### src/rtl/clk_switch_ctrl_if.sv
// Request/response handshake between a clock-select requester and clk_switch_ctrl.
//   req_valid_i : request valid (requester -> sequencer)
//   req_sel_i   : requested source, 0 = A, 1 = B; stable while req_valid_i is high
//   req_ready_o : request accepted when high together with req_valid_i
//   rsp_valid_o : one-cycle completion pulse per accepted request
//   rsp_err_o   : qualified by rsp_valid_o; 1 = refused or reverted
interface clk_switch_ctrl_if;
    logic req_valid_i;
    logic req_sel_i;
    logic req_ready_o;
    logic rsp_valid_o;
    logic rsp_err_o;

    modport master (
        output req_valid_i,
        output req_sel_i,
        input  req_ready_o,
        input  rsp_valid_o,
        input  rsp_err_o
    );

    modport slave (
        input  req_valid_i,
        input  req_sel_i,
        output req_ready_o,
        output rsp_valid_o,
        output rsp_err_o
    );
endinterface

### src/rtl/clk_switch_ctrl.sv
// Sequencer for a glitch-free clock mux, clocked by an always-on reference.
// Accepts select requests, checks target health, drives the mux select, waits a
// settle window, and reports completion/error. Fails over automatically when the
// active source dies and reverts an in-flight switch whose target dies.
// Ports:
//   clk_i, rst_i            : reference clock, async active-high reset
//   bus (slave)             : request/response handshake
//   clk_a_ok_i, clk_b_ok_i  : source health, already synchronous to clk_i
//   mux_sel_o               : registered mux select
//   cur_sel_o               : last completed, settled selection
//   busy_o                  : high in any state other than IDLE
//   failover_o              : one-cycle pulse when an automatic failover starts
module clk_switch_ctrl #(
    parameter int unsigned SETTLE_CYCLES = 16,
    parameter bit          RESET_SEL     = 1'b0,
    parameter bit          AUTO_FAILOVER = 1'b1
) (
    input  logic               clk_i,
    input  logic               rst_i,
    clk_switch_ctrl_if.slave   bus,
    input  logic               clk_a_ok_i,
    input  logic               clk_b_ok_i,
    output logic               mux_sel_o,
    output logic               cur_sel_o,
    output logic               busy_o,
    output logic               failover_o
);

    localparam int unsigned CNT_W = $clog2(SETTLE_CYCLES + 1);
    localparam logic [CNT_W-1:0] CNT_LOAD = CNT_W'(SETTLE_CYCLES - 1);

    localparam logic [1:0] ST_IDLE   = 2'd0;
    localparam logic [1:0] ST_RESP   = 2'd1;
    localparam logic [1:0] ST_SWITCH = 2'd2;
    localparam logic [1:0] ST_REVERT = 2'd3;

    logic [1:0]       state, state_n;
    logic             tgt, tgt_n;
    logic             own, own_n;
    logic [CNT_W-1:0] cnt, cnt_n;
    logic             mux_n, cur_n;
    logic             rsp_valid_q, rsp_valid_n;
    logic             rsp_err_q, rsp_err_n;
    logic             failover_n;
    logic             busy_n;

    logic [1:0] ok;
    logic       fo_trig_c;

    assign ok = {clk_b_ok_i, clk_a_ok_i};

    // Active source lost while the other one is still usable.
    assign fo_trig_c = AUTO_FAILOVER && !ok[cur_sel_o] && ok[~cur_sel_o];

    // Ready is a function of live health inputs, so it cannot be registered.
    assign bus.req_ready_o = !rst_i && (state == ST_IDLE) && !fo_trig_c;
    assign bus.rsp_valid_o = rsp_valid_q;
    assign bus.rsp_err_o   = rsp_err_q;

    // State register and all registered outputs.
    always_ff @(posedge clk_i or posedge rst_i) begin
        if (rst_i) begin
            state       <= ST_IDLE;
            tgt         <= RESET_SEL;
            own         <= 1'b0;
            cnt         <= '0;
            mux_sel_o   <= RESET_SEL;
            cur_sel_o   <= RESET_SEL;
            rsp_valid_q <= 1'b0;
            rsp_err_q   <= 1'b0;
            failover_o  <= 1'b0;
            busy_o      <= 1'b0;
        end else begin
            state       <= state_n;
            tgt         <= tgt_n;
            own         <= own_n;
            cnt         <= cnt_n;
            mux_sel_o   <= mux_n;
            cur_sel_o   <= cur_n;
            rsp_valid_q <= rsp_valid_n;
            rsp_err_q   <= rsp_err_n;
            failover_o  <= failover_n;
            busy_o      <= busy_n;
        end
    end

    // Next-state and next-output logic.
    always_comb begin
        state_n     = state;
        tgt_n       = tgt;
        own_n       = own;
        cnt_n       = cnt;
        mux_n       = mux_sel_o;
        cur_n       = cur_sel_o;
        rsp_valid_n = 1'b0;
        rsp_err_n   = 1'b0;
        failover_n  = 1'b0;

        case (state)
            ST_IDLE: begin
                if (fo_trig_c) begin
                    tgt_n      = ~cur_sel_o;
                    own_n      = 1'b0;
                    failover_n = 1'b1;
                    mux_n      = ~cur_sel_o;
                    cnt_n      = CNT_LOAD;
                    state_n    = ST_SWITCH;
                end else if (bus.req_valid_i) begin
                    if (bus.req_sel_i == cur_sel_o) begin
                        rsp_valid_n = 1'b1;
                        state_n     = ST_RESP;
                    end else if (!ok[bus.req_sel_i]) begin
                        rsp_valid_n = 1'b1;
                        rsp_err_n   = 1'b1;
                        state_n     = ST_RESP;
                    end else begin
                        tgt_n   = bus.req_sel_i;
                        own_n   = 1'b1;
                        mux_n   = bus.req_sel_i;
                        cnt_n   = CNT_LOAD;
                        state_n = ST_SWITCH;
                    end
                end
            end

            // Response pulse was launched on entry; just return.
            ST_RESP: begin
                state_n = ST_IDLE;
            end

            // Target health is checked on every window cycle, including the last.
            ST_SWITCH: begin
                if (!ok[tgt]) begin
                    mux_n   = cur_sel_o;
                    cnt_n   = CNT_LOAD;
                    state_n = ST_REVERT;
                end else if (cnt == '0) begin
                    cur_n       = tgt;
                    rsp_valid_n = own;
                    state_n     = ST_IDLE;
                end else begin
                    cnt_n = cnt - CNT_W'(1);
                end
            end

            // Full settle window back onto the original source; health ignored.
            ST_REVERT: begin
                if (cnt == '0) begin
                    rsp_valid_n = own;
                    rsp_err_n   = own;
                    state_n     = ST_IDLE;
                end else begin
                    cnt_n = cnt - CNT_W'(1);
                end
            end

            default: begin
                state_n = ST_IDLE;
            end
        endcase

        busy_n = (state_n != ST_IDLE);
    end

endmodule

### src/flat_wrapper.sv
// flat-port wrapper written by rule: the top's interface ports become plain ports
module clk_switch_ctrl_flat 
#(
    parameter int unsigned SETTLE_CYCLES = 16,
    parameter bit          RESET_SEL     = 1'b0,
    parameter bit          AUTO_FAILOVER = 1'b1
)
  (clk_i, rst_i, clk_a_ok_i, clk_b_ok_i, mux_sel_o, cur_sel_o, busy_o, failover_o, bus_req_valid_i, bus_req_sel_i, bus_req_ready_o, bus_rsp_valid_o, bus_rsp_err_o);
  clk_switch_ctrl_if bus_i ();
  input  logic clk_i;
  input  logic rst_i;
  input  logic clk_a_ok_i;
  input  logic clk_b_ok_i;
  output logic mux_sel_o;
  output logic cur_sel_o;
  output logic busy_o;
  output logic failover_o;
  input wire logic [$bits(bus_i.req_valid_i)-1:0] bus_req_valid_i;
  input wire logic [$bits(bus_i.req_sel_i)-1:0] bus_req_sel_i;
  output wire logic [$bits(bus_i.req_ready_o)-1:0] bus_req_ready_o;
  output wire logic [$bits(bus_i.rsp_valid_o)-1:0] bus_rsp_valid_o;
  output wire logic [$bits(bus_i.rsp_err_o)-1:0] bus_rsp_err_o;
  assign bus_i.req_valid_i = bus_req_valid_i;
  assign bus_i.req_sel_i = bus_req_sel_i;
  assign bus_req_ready_o = bus_i.req_ready_o;
  assign bus_rsp_valid_o = bus_i.rsp_valid_o;
  assign bus_rsp_err_o = bus_i.rsp_err_o;
  clk_switch_ctrl #(.SETTLE_CYCLES(SETTLE_CYCLES), .RESET_SEL(RESET_SEL), .AUTO_FAILOVER(AUTO_FAILOVER)) u_core (.clk_i(clk_i), .rst_i(rst_i), .bus(bus_i), .clk_a_ok_i(clk_a_ok_i), .clk_b_ok_i(clk_b_ok_i), .mux_sel_o(mux_sel_o), .cur_sel_o(cur_sel_o), .busy_o(busy_o), .failover_o(failover_o));
endmodule
### config.mk
export PLATFORM = sky130hd
export DESIGN_NAME = clk_switch_ctrl_flat
export DESIGN_NICKNAME = d
export VERILOG_FILES = /design/src/rtl/clk_switch_ctrl_if.sv /design/src/rtl/clk_switch_ctrl.sv /design/src/flat_wrapper.sv
export SDC_FILE = /design/constraint.sdc
export NUM_CORES = 1
export LEC_CHECK = 0
export CAP_MARGIN = 20
export CELL_PAD_IN_SITES_DETAIL_PLACEMENT = 1
export CELL_PAD_IN_SITES_GLOBAL_PLACEMENT = 2
export CORE_MARGIN = 8
export CORE_UTILIZATION = 37
export CTS_CLUSTER_DIAMETER = 150
export DETAILED_ROUTE_END_ITERATION = 7
export GPL_TIMING_DRIVEN = 0
export PLACE_DENSITY = 0.79
export SLEW_MARGIN = 5
export SYNTH_ARGS = -nofsm -noshare
export SYNTH_HDL_FRONTEND = slang
export SYNTH_SLANG_ARGS = --single-unit
### constraint.sdc
create_clock -name clk_i -period 2.8 [get_ports clk_i]
set_input_delay 0.56 -clock clk_i [delete_from_list [all_inputs] [get_ports clk_i]]
set_output_delay 0.56 -clock clk_i [all_outputs]
set_load 0.01 [all_outputs]
==> results of run 1 <==
## area by class of cell
type	count	area (sq um)	share of cell area [%]
Multi-Input combinational cell	76	579.3	48.74
Buffer	3	30.03	2.526
Inverter	8	30.03	2.526
Timing Repair Buffer	11	108.9	9.158
Sequential cell	15	375.4	31.58
Tap cell	31	38.79	3.263
Clock buffer	4	26.28	2.211
## cells in the mapped netlist
master,number,area (sq um)
nand3_1,2,10.01
and3_4,1,11.26
and4_4,1,11.26
a32oi_1,1,8.760
dfrtp_1,15,375.4
a211oi_1,2,15.01
nor2_1,7,26.28
a31oi_4,1,21.27
o31ai_1,2,15.01
a21o_1,1,7.510
nor3b_1,3,22.52
nand4b_1,2,17.52
nand3b_1,1,7.510
a21boi_0,1,7.510
a31oi_1,1,6.260
nand2_1,9,33.78
nor4_1,1,6.260
a21boi_2,1,11.26
and2b_2,1,8.760
or2b_2,1,8.760
inv_1,8,30.03
nand2b_1,3,18.77
nor4_4,1,21.27
nor3_1,3,15.01
o21ai_0,4,20.02
and2_1,1,6.260
a22o_1,2,17.52
ha_1,6,75.07
o21a_1,2,15.01
o211ai_1,2,15.01
buf_4,1,7.510
nand2b_4,1,13.76
o22ai_1,1,6.260
mux2_2,2,22.52
nor3_4,1,16.27
a21oi_1,5,25.02
buf_6,2,22.52
a21o_4,1,15.01
mux2i_1,2,20.02
## worst register-to-register path, delay by kind of cell (launching register included)
family / cells / cell delay [ns]
fa+ha+maj: 1 / 0.15
flops: 1 / 0.41
compound gates: 1 / 0.11
buf+inv: 1 / 0.07
simple gates: 4 / 1.03
## kinds of logic after synthesis
family	after synthesis	share of synthesized area, %
AND/OR/NAND/NOR	39	25.16
AO/OA/AOI/OAI	27	20.34
flip-flops	15	36.99
adder cells (fa/ha/maj)	6	7.398
buffers and inverters	11	5.919
multiplexers	4	4.192
## state kept, by name, indices dropped and copies added, names as in the netlist
register,count
u_core.cur_sel_o,1
u_core.cnt,5
u_core.tgt,1
u_core.bus.rsp_err_o,1
u_core.failover_o,1
u_core.bus.rsp_valid_o,1
u_core.state,2
u_core.own,1
u_core.busy_o,1
u_core.mux_sel_o,1
## per-layer routing
metal / track usage (%) / routed length, microns / up-vias
met2: 21.81 / 1245 / 12
met3: 1.964 / 65 / 5
met1: 14.03 / 1062 / 410
met4: 5.627 / 44 / 0
li1: - / - / 395
met5: 0 / 0 / -
## worst max path at each step
| stage | from | endpoint | slack, ns | cells past startpoint |
|---|---|---|---|---|
| 2_1_floorplan | clk_a_ok_i | bus_req_ready_o | 1.06 | 4 |
| 3_3_place_gp | clk_b_ok_i | bus_req_ready_o | 0.04 | 5 |
| 3_5_place_dp | clk_b_ok_i | bus_req_ready_o | 0.01 | 5 |
| 4_1_cts | u_core.state[0]$_DFF_PP0_ | bus_req_ready_o | 0.24 | 5 |
| 5_1_grt | u_core.state[0]$_DFF_PP0_ | bus_req_ready_o | 0.10 | 5 |
| 6_report | u_core.state[0]$_DFF_PP0_ | bus_req_ready_o | 0.27 | 5 |
## per-stage QoR
| step | hold WS [ns] | power (uW) |
|---|---|---|
| floorplan | 0.4615 | 714.7 |
| global placement | 0.5084 | 856.0 |
| detailed placement | 0.5223 | 883.7 |
| CTS | 0.5427 | 1014 |
| global route | 0.5674 | 1090 |
| finish | 0.5378 | 999.3 |
## timing repair
item,CTS,global route
resized for setup,1,0
endpoints found under the hold margin,0,0
setup endpoints to repair,1,0
## power breakdown
group          switching, uW  total, uW  leakage (uW)  internal, uW
Clock                   72.2        128     0.0000150          55.4
Sequential              54.0        337      0.000176           283
Combinational            293        535      0.000291           242
==> metrics.md, run 1 <==
| Metric | Value |
|---|---|
| R2r setup slk | 0.91 ns |
| Final instance area | ~1200 sq um |
| Vias in the first global route | roughly 960 |
| Post-layout util | between 40 and 50% |
| Netlist cell types | 39 |
| CP max-delay cell | clkdlybuf4s50_1 |
| CTS root buf | clkbuf_4 |
| Initial core utilization | 37.77% |
| GPL Wtd Cong | ~0.74 |
| Fin. max-slew vios | 0 |
| Final setup margin | around 0.27 ns |
| First-pass detailed-route iteration total | 4 |
| HP Start | u_core.cnt[1]$_DFFE_PP0P_ |
| Area grow syn2layout | 17.14% |
| Synth Cell Area | between 1000 and 1500 sq um |
| Synthesis Warnings | 0 |
| Post-Place Cells | ~140 |
| RR Startpoint | u_core.cnt[0]$_DFFE_PP0P_ |
| Placement Setup Slack | slightly above 0.01 ns |
| IO Count | 13 |
| Post-Syn Nets | approximately 110 |
| Hold crit path type | reg -> reg |
| CTS Sinks | 15 |
| #FFs+latches synth | 15 |
| Post-CTS setup buffers | 0 |
| Total grt overflow | 0 |
| CP endpoint kind | output port |
| Most common cell after layout, fill and taps aside | dfrtp_1 |
| Fill cells | 332 |
| Buf+Inv Stages, Crit Path | 3 |
| Clock-pin slew of the registers on the worst-case setup and hold paths | about 0.10 ns |
| Die height | ~68 microns |
| Crit path time final | between 2 and 3 ns |
| CTS tree | built |
| Core area | about 2700 sq um |
| Pin count of the biggest net entering global routing | 16 |
| Status | completed |
| Remaining DRCs | 0 |
| CP cell instances | inv_1, ha_1, buf_6, nor3b_1, clkdlybuf4s50_1 |
| Global-route wire length before repair | approximately 4500 microns |
| Final Hold Vio Count | 0 |
| Initial antenna violation count | 0 |
| # diodes | 0 |
| Max_slew headroom | 59.86% |
| Routed wire length | 2418 microns |
| Total CTS buffers | 3 |
| Final setup skew | roughly 0.0086 ns |
| Clock latency on the worst-skew pair | ~0.29 ns |
| CP peak stage delay | around 0.57 ns |
| Max Freq | between 300 and 400 MHz |
| Peak supply drop | approximately 400 uV |
| CP Launch Type | flop |
| Die ar. | 4674 sq um |
| Critical path class | reg -> out |
| Crit Path Max Fanout | 10 |
| Req. time, crit path | between 2 and 2.5 ns |
| Vias per cell | 5.554 |
| Gr usage total | between 10% and 20% |
| Syn avg cell area | around 9.9 sq um |
| Power density cells | about 840 nW/um^2 |
| Port Buffers | 11 |
| Hold depth | 1 |
| Layout cells sized above 1 | approximately 15% |
| FF-to-FF path depth | 7 |
| Lkg Pwr | about 0.00048 uW |
| Sequential area share after synthesis | 36.99% |
| H-tree depth | 1 |
| Hold EP | u_core.cnt[1]$_DFFE_PP0P_ |
| Initial DRC Count | 39 |
| FP Rows | 19 |
| Cells after synthesis | roughly 100 |
| Drt wl/cell | around 16 microns |
| Nets@finish | between 100 and 150 |
| Endpoints failing setup | 0 |
| Post-DRT Antenna Nets | 0 |
| CP delay by family, top | buffers and inverters |
| Critical Path AT | approximately 2.0 ns |
| Non-Filler Instances | between 100 and 150 |
| Hold buffer count at cts | 0 |
| Most frequent cells in the layout | 15 x dfrtp_1, 10 x clkdlybuf4s50_1, 9 x nand2_1 |
| Period utilization | 90.35% |
| TNS Setup | 0 ns |
| Via count | approximately 820 |
| RSZ-0062 raised after global routing | no |
| Chip Width | between 60 and 70 microns |
| Placed Area | around 1200 sq um |
| Max Cap Viol | 0 |
| Measured slew at the worst slew-check pin | around 0.60 ns |
| R2R Path End | u_core.busy_o$_DFF_PP0_ |
| Max Root-Sink Buffers | 2 |
| Placed wire-length estimate | 1865 microns |
(Power assumes the default switching activity.)
==> run 2, diff against run 1 <==
--- a/config.mk
+++ b/config.mk
@@ -10,7 +10,7 @@
 export CELL_PAD_IN_SITES_GLOBAL_PLACEMENT = 2
 export CORE_MARGIN = 8
 export CORE_UTILIZATION = 37
-export CTS_CLUSTER_DIAMETER = 150
+export CTS_CLUSTER_DIAMETER = 30
 export DETAILED_ROUTE_END_ITERATION = 7
 export GPL_TIMING_DRIVEN = 0
 export PLACE_DENSITY = 0.79
==> results of run 2 <==
Same layout as run 1: the final DEF is identical, and so are final timing and power.
